<file path="src/rtl/pio_stream_pkg.sv">
// Shared word and stream definitions for the PIO nibble stream.
// The transmitter and the receiver both import this package.
package pio_stream_pkg;

  localparam int unsigned NIB_W            = 4;
  localparam int unsigned NIBBLES_PER_WORD = 6;
  localparam int unsigned WORD_W           = 24;
  localparam int unsigned LEN_W            = 11;
  localparam int unsigned NCNT_W           = $clog2(NIBBLES_PER_WORD);

  typedef enum logic {
    ST_IDLE     = 1'b0,
    ST_ASSEMBLE = 1'b1
  } rx_state_e;

  typedef struct packed {
    logic              last;
    logic [WORD_W-1:0] data;
  } word_entry_t;

  // A frame length of zero means a frame of one word.
  function automatic logic [LEN_W-1:0] eff_len(input logic [LEN_W-1:0] len);
    return (len == '0) ? LEN_W'(1) : len;
  endfunction

endpackage

</file>
<file path="src/rtl/pio_word_fifo.sv">
// Show-ahead synchronous FIFO that holds reassembled words (tlast + data).
// When the FIFO is full, a push is accepted only if a pop happens in the same cycle.
module pio_word_fifo
  import pio_stream_pkg::*;
#(
  parameter int unsigned DEPTH = 4
) (
  input  logic        clk,
  input  logic        rst,
  input  logic        i_push,
  input  word_entry_t i_wr_entry,
  input  logic        i_pop,
  output word_entry_t o_rd_entry,
  output logic        o_empty,
  output logic        o_full
);

  localparam int unsigned AW = $clog2(DEPTH);
  localparam int unsigned CW = AW + 1;

  word_entry_t   r_mem [DEPTH];
  logic [AW-1:0] r_wr_ptr;
  logic [AW-1:0] r_rd_ptr;
  logic [CW-1:0] r_count;
  logic          w_pop;
  logic          w_push;

  assign o_empty = (r_count == '0);
  assign o_full  = (r_count == CW'(DEPTH));
  assign w_pop   = i_pop & ~o_empty;
  assign w_push  = i_push & (~o_full | w_pop);
  // Head entry reads as zero while empty, so the outputs are quiet in reset.
  assign o_rd_entry = o_empty ? '0 : r_mem[r_rd_ptr];

  always_ff @(posedge clk) begin
    if (w_push) begin
      r_mem[r_wr_ptr] <= i_wr_entry;
    end
  end

  always_ff @(posedge clk) begin
    if (rst) begin
      r_wr_ptr <= '0;
      r_rd_ptr <= '0;
      r_count  <= '0;
    end else begin
      if (w_push) begin
        r_wr_ptr <= r_wr_ptr + AW'(1);
      end
      if (w_pop) begin
        r_rd_ptr <= r_rd_ptr + AW'(1);
      end
      case ({w_push, w_pop})
        2'b10:   r_count <= r_count + CW'(1);
        2'b01:   r_count <= r_count - CW'(1);
        default: r_count <= r_count;
      endcase
    end
  end

endmodule

</file>
<file path="src/rtl/pio_nibble_rx.sv">
// Reassembles 24-bit IQ words from a 4-bit PIO nibble stream and tags frame ends.
// Partial words are discarded after an idle timeout. Completed words are buffered for an AXI-Stream sink.
module pio_nibble_rx
  import pio_stream_pkg::*;
#(
  parameter int unsigned FIFO_DEPTH   = 4,
  parameter int unsigned IDLE_TIMEOUT = 16
) (
  input  logic              clk,
  input  logic              rst,
  input  logic [NIB_W-1:0]  us_stream,
  input  logic              us_stream_valid,
  input  logic [LEN_W-1:0]  frame_len,
  output logic [WORD_W-1:0] m_tdata,
  output logic              m_tvalid,
  input  logic              m_tready,
  output logic              m_tlast,
  output logic              overflow,
  output logic              partial_drop
);

  localparam int unsigned ACC_W  = WORD_W - NIB_W;
  localparam int unsigned IDLE_W = $clog2(IDLE_TIMEOUT + 1);

  rx_state_e         r_state, w_state_nxt;
  logic [NCNT_W-1:0] r_cnt, w_cnt_nxt;
  logic [ACC_W-1:0]  r_acc, w_acc_nxt;
  logic [IDLE_W-1:0] r_idle, w_idle_nxt;
  logic [LEN_W-1:0]  r_idx, w_idx_nxt;
  logic [LEN_W-1:0]  r_len, w_len_nxt;
  logic              r_overflow, w_ovf_nxt;
  logic              r_partial_drop, w_pdrop_nxt;
  logic              w_push, w_pop, w_full, w_empty, w_last;
  word_entry_t       w_entry, w_rd_entry;

  assign w_pop        = m_tvalid & m_tready;
  assign m_tvalid     = ~w_empty;
  assign m_tdata      = w_rd_entry.data;
  assign m_tlast      = w_rd_entry.last;
  assign overflow     = r_overflow;
  assign partial_drop = r_partial_drop;

  always_ff @(posedge clk) begin
    if (rst) begin
      r_state <= ST_IDLE;
    end else begin
      r_state <= w_state_nxt;
    end
  end

  always_comb begin
    w_state_nxt = r_state;
    w_cnt_nxt   = r_cnt;
    w_acc_nxt   = r_acc;
    w_idle_nxt  = r_idle;
    w_idx_nxt   = r_idx;
    w_len_nxt   = r_len;
    w_ovf_nxt   = r_overflow;
    w_pdrop_nxt = 1'b0;
    w_push      = 1'b0;
    w_last      = 1'b0;
    w_entry     = '0;
    unique case (r_state)
      ST_IDLE: begin
        w_idle_nxt = '0;
        if (us_stream_valid) begin
          w_acc_nxt   = {r_acc[ACC_W-NIB_W-1:0], us_stream};
          w_cnt_nxt   = NCNT_W'(1);
          w_state_nxt = ST_ASSEMBLE;
          // Frame length is latched only at the start of a frame.
          if (r_idx == '0) begin
            w_len_nxt = eff_len(frame_len);
          end
        end
      end
      ST_ASSEMBLE: begin
        if (us_stream_valid) begin
          w_idle_nxt = '0;
          if (r_cnt == NCNT_W'(NIBBLES_PER_WORD - 1)) begin
            w_last       = (r_idx == r_len - LEN_W'(1));
            w_entry.data = {r_acc, us_stream};
            w_entry.last = w_last;
            if (w_full && !w_pop) begin
              w_ovf_nxt = 1'b1;
            end else begin
              w_push = 1'b1;
            end
            w_idx_nxt   = w_last ? '0 : r_idx + LEN_W'(1);
            w_cnt_nxt   = '0;
            w_state_nxt = ST_IDLE;
          end else begin
            w_acc_nxt = {r_acc[ACC_W-NIB_W-1:0], us_stream};
            w_cnt_nxt = r_cnt + NCNT_W'(1);
          end
        end else if (r_idle == IDLE_W'(IDLE_TIMEOUT - 1)) begin
          w_pdrop_nxt = 1'b1;
          w_idle_nxt  = '0;
          w_idx_nxt   = '0;
          w_cnt_nxt   = '0;
          w_state_nxt = ST_IDLE;
        end else begin
          w_idle_nxt = r_idle + IDLE_W'(1);
        end
      end
    endcase
  end

  always_ff @(posedge clk) begin
    if (rst) begin
      r_cnt          <= '0;
      r_acc          <= '0;
      r_idle         <= '0;
      r_idx          <= '0;
      r_len          <= LEN_W'(1);
      r_overflow     <= 1'b0;
      r_partial_drop <= 1'b0;
    end else begin
      r_cnt          <= w_cnt_nxt;
      r_acc          <= w_acc_nxt;
      r_idle         <= w_idle_nxt;
      r_idx          <= w_idx_nxt;
      r_len          <= w_len_nxt;
      r_overflow     <= w_ovf_nxt;
      r_partial_drop <= w_pdrop_nxt;
    end
  end

  pio_word_fifo #(
    .DEPTH (FIFO_DEPTH)
  ) u_fifo (
    .clk        (clk),
    .rst        (rst),
    .i_push     (w_push),
    .i_wr_entry (w_entry),
    .i_pop      (w_pop),
    .o_rd_entry (w_rd_entry),
    .o_empty    (w_empty),
    .o_full     (w_full)
  );

endmodule

</file>
<file path="config.mk">
export PLATFORM = sky130hd
export DESIGN_NAME = pio_nibble_rx
export DESIGN_NICKNAME = d
export VERILOG_FILES = /design/src/rtl/pio_stream_pkg.sv /design/src/rtl/pio_word_fifo.sv /design/src/rtl/pio_nibble_rx.sv
export SDC_FILE = /design/constraint.sdc
export NUM_CORES = 1
export LEC_CHECK = 0
export CAP_MARGIN = 20
export CORE_ASPECT_RATIO = 0.75
export CORE_MARGIN = 2
export CORE_UTILIZATION = 52
export CTS_CLUSTER_DIAMETER = 120
export CTS_CLUSTER_SIZE = 12
export DETAILED_ROUTE_END_ITERATION = 10
export GPL_ROUTABILITY_DRIVEN = 0
export PLACE_DENSITY = 0.84
export SYNTH_ARGS = -nofsm -noshare
export SYNTH_HDL_FRONTEND = slang
export SYNTH_SLANG_ARGS = --single-unit
</file>
<file path="constraint.sdc">
create_clock -name clk -period 2.6 [get_ports clk]
set_input_delay 0.65 -clock clk [delete_from_list [all_inputs] [get_ports clk]]
set_output_delay 0.65 -clock clk [all_outputs]
set_load 0.01 [all_outputs]
</file>
### Word level (Yosys, flattened, before mapping)

Memory sizes are Yosys's and may differ from the RTL's. A register that Yosys moved wholly into a read port is not among the register bits.
Cells that the tools add are included.

* add/subtract/negate cells: 8
* bitwise logic cells: 7
* equality and inequality tests: 11
* reductions and logical operators: 13
* multiplexer cells: 36

Operators by type and width (number)
* two-way mux 25 bit: 4
* two-way mux 20 bit: 3
* two-way mux 11 bit: 5
* one-hot mux 20 bit (2 select lines): 1
* zero test 11 bit: 2
* two-way mux 3 bit: 4
* one-hot mux 3 bit (2 select lines): 2
* adder 11 x 1 -> 11 bit (second input constant): 1
* equality test 11 bit: 1
* two-way mux 1 bit: 11
* subtractor 11 x 1 -> 11 bit (second input constant): 1
* two-way mux 5 bit: 2
* one-hot mux 5 bit (2 select lines): 1
* AND reduction 3 bit: 3
* adder 3 x 1 -> 3 bit (second input constant): 2
* equality test 3 bit (second input constant): 2
* != test 2 bit (second input constant): 3
* adder 5 x 1 -> 5 bit (second input constant): 1
* equality test 5 x 4 -> 1 bit (second input constant): 1
* adder 2 x 1 -> 2 bit (second input constant): 2
* two-way mux 2 bit: 2
* AND reduction 4 bit: 1
* nonzero test 2 bit: 2
* AND 1 bit: 3
* 13 further kinds: 15

* input port bits: 19
* memories: 1
* bits in registers: 60
* bits in writable memories: 100
* word-level logic and storage cells: 87

Memory list
* u_fifo.r_mem: words 4, width 25, rd ports 1, clocked after memory_dff 1, wr ports 1, line pio_word_fifo.sv:21 `word_entry_t r_mem [DEPTH];`

### Depth between registers and ports, before layout

Gate-level depths: netlist of run 1.

* word-level depth: 12
* depth in mapped cells: 11
* mapped depth without buffers: 11

### By module

A second synthesis of run 1 with hierarchy kept.

* cell total of the unflattened synthesis: 573
* area total of the unflattened synthesis: 7229.4 µm²

By module, submodules not included
* pio_word_fifo: area each 4434.3 µm², seq. area each 3183.1 µm², instances 1, cells an instance 226
* pio_nibble_rx: area each 2795.2 µm², seq. area each 1061.0 µm², instances 1, cells an instance 347

### Worst setup path after synthesis of run 1

OpenSTA, ideal clock, no wires.

* path type: in2reg
* start point: input m_tready
* end point: register u_fifo.r_count[2]
* cell stages on the path: 9
* slack: 0.192 ns
* arrival: 2.338 ns
* library setup time: 0.070 ns
* cell sequence: nor4b_1 -> nor2_1 -> inv_1 -> ha_1 -> inv_1 -> fa_1 -> xor2_1 -> or3_1 -> a21oi_1

* longest elaborated chain between the ends: 10
* elaborated cells on any way between the ends: 14
* those cells by class: eq/ne: 2; mux: 5; bitwise: 4; reduce/logical: 3

Ends and longest elaborated chain
* start, declared: line pio_nibble_rx.sv:16 `input logic m_tready,`
* AND 1 bit *: line pio_nibble_rx.sv:36 `assign w_pop = m_tvalid & m_tready;`
* zero test 1 bit: line pio_nibble_rx.sv:83 `if (w_full && !w_pop) begin`
* logical AND 1 bit: line pio_nibble_rx.sv:83
* two-way mux 1 bit: line pio_nibble_rx.sv:83
* two-way mux 1 bit: line pio_nibble_rx.sv:79 `if (r_cnt == NCNT_W'(NIBBLES_PER_WORD - 1)) begin`
* two-way mux 1 bit: line pio_nibble_rx.sv:77 `if (us_stream_valid) begin`
* two-way mux 1 bit: line pio_nibble_rx.sv:63 `unique case (r_state)`
* AND 1 bit: line pio_word_fifo.sv:31 `assign w_push = i_push & (~o_full | w_pop);`
* equality test 2 x 1 -> 1 bit / equality test 2 bit (equally long branches): line pio_word_fifo.sv:53 `case ({w_push, w_pop})`
* one-hot mux 3 bit (2 select lines) / nonzero test 2 bit (equally long branches)
* end signal, assigned: line pio_word_fifo.sv:54 `2'b10: r_count <= r_count + CW'(1);`
* end signal, assigned: line pio_word_fifo.sv:55 `2'b01: r_count <= r_count - CW'(1);`
* end signal, assigned: line pio_word_fifo.sv:56 `default: r_count <= r_count;`
* end, declared: line pio_word_fifo.sv:24 `logic [CW-1:0] r_count;`

Mark *: on every way between the ends. The rest lies on a longest branch, timed or not.
A chain may end at the register's enable or synchronous reset.

==> summary.json, run 1 <==
{
  "setup_viol_count_final": {"value": 0},
  "worst_slew_margin_rel": {"value": 52.3, "unit": "%"},
  "power.switching_fraction": {"value": 22.4, "unit": "%"},
  "cts_num_sinks": {"value": 162},
  "min-delay-start": {"value": "r_idle[0]"},
  "global_route_wire_length_before_repair": {"value": 22800, "unit": "um"},
  "chipHeight": {"value": 105, "unit": "um"},
  "fin_util": {"value": 65.2, "unit": "%"},
  "tightestPinTransition": {"value": 713, "unit": "ps"},
  "fmaxAchievable": {"value": 385, "unit": "MHz"},
  "syn2layout_area_growth": {"value": 20.9, "unit": "%"},
  "timing_hold_violations_final": {"value": 0},
  "final_area": {"value": 0.00857, "unit": "sq mm"},
  "vias": {"value": 4747},
  "antenna_violating_nets_left": {"value": 0},
  "num_antenna_cells": {"value": 0},
  "post-synth-top-count-cell": {"value": "sky130_fd_sc_hd__edfxtp_1"},
  "critical_path_class": {"value": "reg -> out"},
  "cts_inserted_buffers": {"value": 17},
  "critPathRequiredTime": {"value": 1950, "unit": "ps"},
  "yosys.area_share.xor_xnor": {"value": 2.58, "unit": "%"},
  "synth_cell_type_count": {"value": 56},
  "ctsRootBufferMaster": {"value": "sky130_fd_sc_hd__clkbuf_16"},
  "fin_ws": {"value": 1.04, "unit": "ps"},
  "overflow": {"value": 0},
  "die-area": {"value": 0.0146, "unit": "sq mm"},
  "vias_in_the_first_global_route": {"value": 4537},
  "synth.yosys.seq_area_share": {"value": 59.9, "unit": "%"},
  "seq_area": {"value": 0.00425, "unit": "sq mm"},
  "clk_transition_reported_paths": {"value": 60, "unit": "ps"},
  "placement_rows": {"value": 36},
  "first_pass_iters": {"value": 6},
  "combinationalPowerShare": {"value": 4.4, "unit": "%"},
  "setup_repair_after_global_routing_missed_its_margin": {"value": "yes"},
  "h-tree-depth": {"value": 4},
  "intPower": {"value": 4.14, "unit": "mW"},
  "drt_first_iter_violations": {"value": 453},
  "muxShareOfSynthArea": {"value": 9.92, "unit": "%"},
  "timing.hold.worst.class": {"value": "reg -> reg"},
  "synth_async_sr_flop_share": {"value": 0, "unit": "%"},
  "drc": {"value": 0},
  "nets": {"value": 665},
  "ctsLongestPathBuffers": {"value": 2},
  "synth_fp_nets": {"value": 598},
  "report.power.total": {"value": 5.33, "unit": "mW"},
  "arrival": {"value": 1950, "unit": "ps"},
  "placedInstanceArea": {"value": 0.00789, "unit": "sq mm"},
  "rr_startpoint": {"value": "r_len[0]"},
  "num_io_pins": {"value": 47},
  "cts_hold_buffers": {"value": 0},
  "period_share": {"value": 100, "unit": "%"},
  "vdd.ir_drop.worst": {"value": 0.466, "unit": "mV"},
  "synth_top_cell_area_share": {"value": 42.4, "unit": "%"},
  "synth_area": {"value": 0.00709, "unit": "sq mm"},
  "synth_enable_flop_cells": {"value": 100},
  "worst_clock_skew": {"value": 9.62, "unit": "ps"},
  "most_frequently_used_flop_master_after_synthesis": {"value": "sky130_fd_sc_hd__edfxtp_1"},
  "layout.cells.non_filler": {"value": 819},
  "tritoncts": {"value": "done"},
  "crit_fanout": {"value": 6},
  "max_slew_violations": {"value": 0},
  "worst_skew_pair.late_latency": {"value": 420, "unit": "ps"},
  "postSynthCellCount": {"value": 568},
  "grt_start_max_net_pins": {"value": 36},
  "synth-adder-area-share": {"value": 2.05, "unit": "%"},
  "port_buffers": {"value": 46},
  "timing.critical_path.to_type": {"value": "output port"},
  "synth_area_leaders": {"value": "sky130_fd_sc_hd__edfxtp_1 42%, sky130_fd_sc_hd__dfxtp_1 18%, sky130_fd_sc_hd__mux4_2 7.9%"},
  "antenna_violations_before_repair": {"value": 0},
  "most_frequent_cells_after_synthesis": {"value": "100 x sky130_fd_sc_hd__edfxtp_1, 62 x sky130_fd_sc_hd__dfxtp_1, 61 x sky130_fd_sc_hd__nand2_1"},
  "drive_gt1_share": {"value": 20.8, "unit": "%"},
  "netlist.top_cell.by_area": {"value": "sky130_fd_sc_hd__edfxtp_1"},
  "wl_per_cell": {"value": 18.2, "unit": "um"},
  "dp_hpwl": {"value": 8930, "unit": "um"},
  "initial_utilization": {"value": 53.9, "unit": "%"},
  "min_period": {"value": 2600, "unit": "ps"},
  "groute.usage.overall": {"value": 20.2, "unit": "%"},
  "outcome": {"value": "finished clean"},
  "place_ws": {"value": -415, "unit": "ps"},
  "complex_gate_fraction_of_the_synthesized_area": {"value": 6.28, "unit": "%"},
  "routed_wl": {"value": 14900, "unit": "um"},
  "num-fill-cells": {"value": 894},
  "power.leakage": {"value": 2.92, "unit": "nW"},
  "synth_simple_gate_area_share": {"value": 16.7, "unit": "%"},
  "multi_input_comb_area": {"value": 0.00269, "unit": "sq mm"},
  "start_kind": {"value": "flop"},
  "fin_hold_ws": {"value": 458, "unit": "ps"},
  "dieWidth": {"value": 139, "unit": "um"},
  "final.setup.tns": {"value": 0, "unit": "ps"},
  "switching_power": {"value": 1.19, "unit": "mW"},
  "syn-mean-instance-area": {"value": 12.5, "unit": "sq um"},
  "post-place-cells": {"value": 771},
  "post_synthesis_register_bit_count": {"value": 162},
  "ys_warn_count": {"value": 0},
  "synth_top_family_by_area": {"value": "simple AND/OR/NAND/NOR gates"},
  "power.share.clock": {"value": 44.0, "unit": "%"},
  "seq_power_share": {"value": 51.5, "unit": "%"},
  "via_per_inst": {"value": 5.80},
  "pwr_density_cell": {"value": 622, "unit": "mW/mm^2"},
  "floorplan.core_area": {"value": 0.0132, "unit": "sq mm"},
  "drv_cap": {"value": 0}
}
## registers in the layout, summed over array words and instances, names as in the netlist, named ones only
register and flops:
overflow 1, partial_drop 1, r_acc 20, r_cnt 3
r_idle 5, r_idx 11, r_len 11, r_state 1
u_fifo.r_count 3, u_fifo.r_mem 100, u_fifo.r_rd_ptr 2, u_fifo.r_wr_ptr 2
## logic make-up after synthesis
kind of cell | after synthesis
adder cells (fa/ha/maj) | 11
flip-flops | 162
multiplexers | 39
AND/OR/NAND/NOR | 223
AO/OA/AOI/OAI | 65
XOR/XNOR | 20
buffers and inverters | 48
## final timing paths
kind,to,slack [ps],cells after the start
worst max-delay path,m_tdata[15],1,5
worst min-delay path,r_idle[0],460,1
worst max register to register,r_idx[0],150,9
worst min register to register,r_idle[0],460,1
## cells in the final DEF (no fill, tap or decap), types with 4 or more instances in the layout
cell type,netlist,final
sky130_fd_sc_hd__buf_12,0,9
sky130_fd_sc_hd__clkbuf_16,0,18
sky130_fd_sc_hd__edfxtp_1,100,100
sky130_fd_sc_hd__nor4b_1,5,4
sky130_fd_sc_hd__nor2b_1,4,4
sky130_fd_sc_hd__a21oi_1,29,29
sky130_fd_sc_hd__mux2i_1,14,14
sky130_fd_sc_hd__inv_1,14,14
sky130_fd_sc_hd__clkdlybuf4s50_1,0,20
sky130_fd_sc_hd__nor4_1,10,9
sky130_fd_sc_hd__o32ai_1,6,6
sky130_fd_sc_hd__mux4_2,25,25
sky130_fd_sc_hd__and2_1,56,50
sky130_fd_sc_hd__buf_4,0,24
sky130_fd_sc_hd__dfxtp_1,62,61
sky130_fd_sc_hd__xor2_1,6,6
sky130_fd_sc_hd__xnor2_1,13,13
sky130_fd_sc_hd__ha_1,10,10
sky130_fd_sc_hd__and2_4,0,6
sky130_fd_sc_hd__clkinvlp_4,0,4
sky130_fd_sc_hd__clkdlybuf4s15_1,0,8
sky130_fd_sc_hd__and3_1,9,9
sky130_fd_sc_hd__clkbuf_2,0,14
sky130_fd_sc_hd__nand2_1,61,61
sky130_fd_sc_hd__nand3_1,15,15
sky130_fd_sc_hd__nor2_1,39,39
sky130_fd_sc_hd__nor3_1,6,6
## layer usage
metal / wire length, um / vias to the layer above / part of all wire (%) / track usage, %
met4: 277 / 0 / 1.9 / 8.23
met2: 7020 / 190 / 47 / 31.7
met1: 6610 / 2319 / 44 / 27.3
li1: - / 2212 / - / -
met5: 0 / - / 0 / 0
met3: 987 / 26 / 6.6 / 4.67
## power by group through the flow
| stage | combinational (mW) | sequential (mW) | clock (mW) |
|---|---|---|---|
| 6_report | 0.237 | 2.75 | 2.35 |
| 5_1_grt | 0.258 | 2.75 | 2.48 |
| 4_1_cts | 0.230 | 2.75 | 2.37 |
| 3_5_place_dp | 0.228 | 2.80 | 0 |
| 3_3_place_gp | 0.220 | 2.80 | 0 |
| 2_1_floorplan | 0.162 | 2.79 | 0 |
## area by class of cell
type	instances	area share, %
clock inverters	15	1.56
repair buffers	82	9.41
clock buffers	17	4.96
inverters	14	0.613
well taps	171	2.50
flip-flops and latches	162	49.5
multi-input cells	358	31.4
## timing repair
action	4_1_cts	5_1_grt
buffers inserted	3	11
endpoints found under the setup margin	27	29
cloned	1	1
pin swaps	0	2
resized for setup	42	43
## worst max-delay path, stage by stage (launching register included)
cell and delay [ps]:
sky130_fd_sc_hd__dfxtp_4 440, sky130_fd_sc_hd__buf_12 150, sky130_fd_sc_hd__buf_4 110, sky130_fd_sc_hd__mux4_2 530, sky130_fd_sc_hd__and2_4 180, sky130_fd_sc_hd__buf_6 110
No activity file was read; power rests on OpenSTA's default activity.
==> run 2, diff against run 1 <==
- CORE_UTILIZATION: 52 -> 55
- PLACE_DENSITY: 0.84 -> 0.87
==> summary.json, run 2 (synthesized netlist as in run 1, its figures left out) <==
{
  "clk_transition_reported_paths": {"value": 60, "unit": "ps", "change": "about the same"},
  "drc": {"value": 0, "change": "unchanged"},
  "worst_clock_skew": {"value": 10.2, "unit": "ps", "change": "+0.556 ps"},
  "grt_start_max_net_pins": {"value": 47, "change": "+31%"},
  "die-area": {"value": 0.0138, "unit": "sq mm", "change": "-5.3%"},
  "max_slew_violations": {"value": 0, "change": "unchanged"},
  "groute.usage.overall": {"value": 24.1, "unit": "%", "change": "+3.9 points"},
  "timing.hold.worst.class": {"value": "reg -> reg"},
  "routed_wl": {"value": 15600, "unit": "um", "change": "+4.9%"},
  "nets": {"value": 655, "change": "-1.5%"},
  "dieWidth": {"value": 135, "unit": "um", "change": "-2.7%"},
  "start_kind": {"value": "flop"},
  "flip_flop_count_of_the_largest_register_all_copies_and_words_added": {"value": 100, "change": "unchanged"},
  "final.setup.tns": {"value": 0, "unit": "ps", "change": "unchanged"},
  "placement_rows": {"value": 35, "change": "-2.8%"},
  "num-fill-cells": {"value": 831, "change": "-7.0%"},
  "setup_repair_after_global_routing_missed_its_margin": {"value": "yes"},
  "reg.largest.list": {"value": "u_fifo.r_mem: 100 flops, r_acc: 20 flops"},
  "h-tree-depth": {"value": 4, "change": "unchanged"},
  "cts_num_sinks": {"value": 162, "change": "unchanged"},
  "global_route_wire_length_before_repair": {"value": 24800, "unit": "um", "change": "+8.8%"},
  "timing_hold_violations_final": {"value": 0, "change": "unchanged"},
  "overflow": {"value": 0, "change": "unchanged"},
  "setup_viol_count_final": {"value": 0, "change": "unchanged"},
  "tightestPinTransition": {"value": 735, "unit": "ps", "change": "+21.4 ps"},
  "vias_in_the_first_global_route": {"value": 4729, "change": "+4.2%"},
  "wl_per_cell": {"value": 19.4, "unit": "um", "change": "+6.8%"},
  "post-place-cells": {"value": 767, "change": "-0.52%"},
  "layout.cells.non_filler": {"value": 804, "change": "-1.8%"},
  "power.leakage": {"value": 2.92, "unit": "nW", "change": "about the same"},
  "worstHoldPathCells": {"value": 2, "change": "+1"},
  "period_share": {"value": 98.7, "unit": "%", "change": "-1.3 points"},
  "seq_area": {"value": 0.00425, "unit": "sq mm", "change": "unchanged"},
  "placedInstanceArea": {"value": 0.00787, "unit": "sq mm", "change": "-0.30%"},
  "arrival": {"value": 1920, "unit": "ps", "change": "-30 ps"},
  "fmaxAchievable": {"value": 390, "unit": "MHz", "change": "+1.3%"},
  "worst_skew_pair.late_latency": {"value": 430, "unit": "ps", "change": "about the same"},
  "ctsRootBufferMaster": {"value": "sky130_fd_sc_hd__clkbuf_16"},
  "min_period": {"value": 2570, "unit": "ps", "change": "-33.7 ps"},
  "first_pass_iters": {"value": 7, "change": "+1"},
  "ctsLongestPathBuffers": {"value": 2, "change": "unchanged"},
  "fin_util": {"value": 68.6, "unit": "%", "change": "+3.4 points"},
  "worst_slew_margin_rel": {"value": 50.9, "unit": "%", "change": "-1.4 points"},
  "place_ws": {"value": -353, "unit": "ps", "change": "+62.4 ps"},
  "num_antenna_cells": {"value": 0, "change": "unchanged"},
  "critical_path_class": {"value": "reg -> out"},
  "most_common_cell_after_layout_fill_and_taps_aside": {"value": "sky130_fd_sc_hd__edfxtp_1"},
  "via_per_inst": {"value": 5.94, "change": "+2.4%"},
  "report.power.total": {"value": 5.48, "unit": "mW", "change": "+2.8%"},
  "antenna_violating_nets_left": {"value": 0, "change": "unchanged"},
  "cts_inserted_buffers": {"value": 17, "change": "unchanged"},
  "syn2layout_area_growth": {"value": 20.4, "unit": "%"},
  "vias": {"value": 4772, "change": "+0.53%"},
  "num_io_pins": {"value": 47, "change": "unchanged"},
  "fin_ws": {"value": 34.8, "unit": "ps", "change": "+33.7 ps"},
  "port_buffers": {"value": 46, "change": "unchanged"},
  "drive_gt1_share": {"value": 20.5, "unit": "%", "change": "-0.30 points"},
  "final_cell_mix": {"value": "100 x sky130_fd_sc_hd__edfxtp_1, 61 x sky130_fd_sc_hd__nand2_1, 61 x sky130_fd_sc_hd__dfxtp_1, 50 x sky130_fd_sc_hd__and2_1, 39 x sky130_fd_sc_hd__nor2_1"},
  "crit_fanout": {"value": 6, "change": "unchanged"},
  "max_flop_register": {"value": "u_fifo.r_mem"},
  "antenna_violations_before_repair": {"value": 0, "change": "unchanged"},
  "chipHeight": {"value": 102, "unit": "um", "change": "-2.7%"},
  "worst_reg2reg_path_length_in_cells": {"value": 9, "change": "unchanged"},
  "dp_hpwl": {"value": 9430, "unit": "um", "change": "+5.6%"},
  "drv_cap": {"value": 0, "change": "unchanged"},
  "outcome": {"value": "finished clean"},
  "multi_input_comb_area": {"value": 0.00271, "unit": "sq mm", "change": "+0.60%"},
  "drt_first_iter_violations": {"value": 516, "change": "+14%"},
  "critPathRequiredTime": {"value": 1950, "unit": "ps", "change": "about the same"},
  "initial_utilization": {"value": 57.0, "unit": "%", "change": "+3.1 points"},
  "pwr_density_cell": {"value": 642, "unit": "mW/mm^2", "change": "+3.2%"},
  "timing.critical_path.to_type": {"value": "output port"},
  "final_area": {"value": 0.00853, "unit": "sq mm", "change": "-0.45%"},
  "fin_hold_ws": {"value": 464, "unit": "ps", "change": "+6.04 ps"},
  "tritoncts": {"value": "done"},
  "vdd.ir_drop.worst": {"value": 0.759, "unit": "mV", "change": "+63%"},
  "floorplan.core_area": {"value": 0.0124, "unit": "sq mm", "change": "-5.4%"}
}
## run 2: layout make-up
| type | count | share of cell area [%] |
|---|---|---|
| Clock buffer | 17 | 4.98 |
| Clock inverter | 15 | 1.91 |
| Inverter | 14 | 0.616 |
| Multi-Input combinational cell | 358 | 31.7 |
| Sequential cell | 162 | 49.8 |
| Tap cell | 166 | 2.43 |
| Timing Repair Buffer | 72 | 8.55 |
## run 2: path summary, 6_finish.rpt
kind                          start                end  slack [ps]
hold reg to reg           r_acc[17]          r_acc[17]         460
setup / recovery               flop        m_tdata[23]          30
setup reg to reg  u_fifo.r_count[0]  u_fifo.r_count[2]         170
hold / removal            r_acc[17]          r_acc[17]         460
## run 2: layer usage
metal | part of all wire (%) | up-vias | GRT usage, % | wire [um]
met4 | 2.2 | 0 | 10.0 | 341
met3 | 6.3 | 27 | 5.06 | 978
li1 | - | 2193 | - | -
met2 | 47 | 204 | 37.8 | 7390
met5 | 0 | - | 0 | 0
met1 | 44 | 2348 | 33.2 | 6910
## run 2: repair_timing
action | in CTS | in global routing
hold buffers | 0 | 0
pin swaps | 1 | 2
gates cloned | 3 | 0
resized for setup | 82 | 28
setup buffers | 3 | 0
setup endpoints to repair | 26 | 28
## run 2: worst max-delay path, stage by stage (launching register included)
cell and delay [ps]:
sky130_fd_sc_hd__dfxtp_4 420, sky130_fd_sc_hd__buf_12 140, sky130_fd_sc_hd__buf_16 130, sky130_fd_sc_hd__mux4_2 490, sky130_fd_sc_hd__and2_1 170, sky130_fd_sc_hd__buf_2 130
## run 2: power breakdown
group / total, mW / internal (mW) / switching (mW)
Clock: 2.49 / 1.36 / 1.13
Sequential: 2.75 / 2.71 / 0.0334
Combinational: 0.241 / 0.101 / 0.139
Total: 5.48 / 4.18 / 1.31
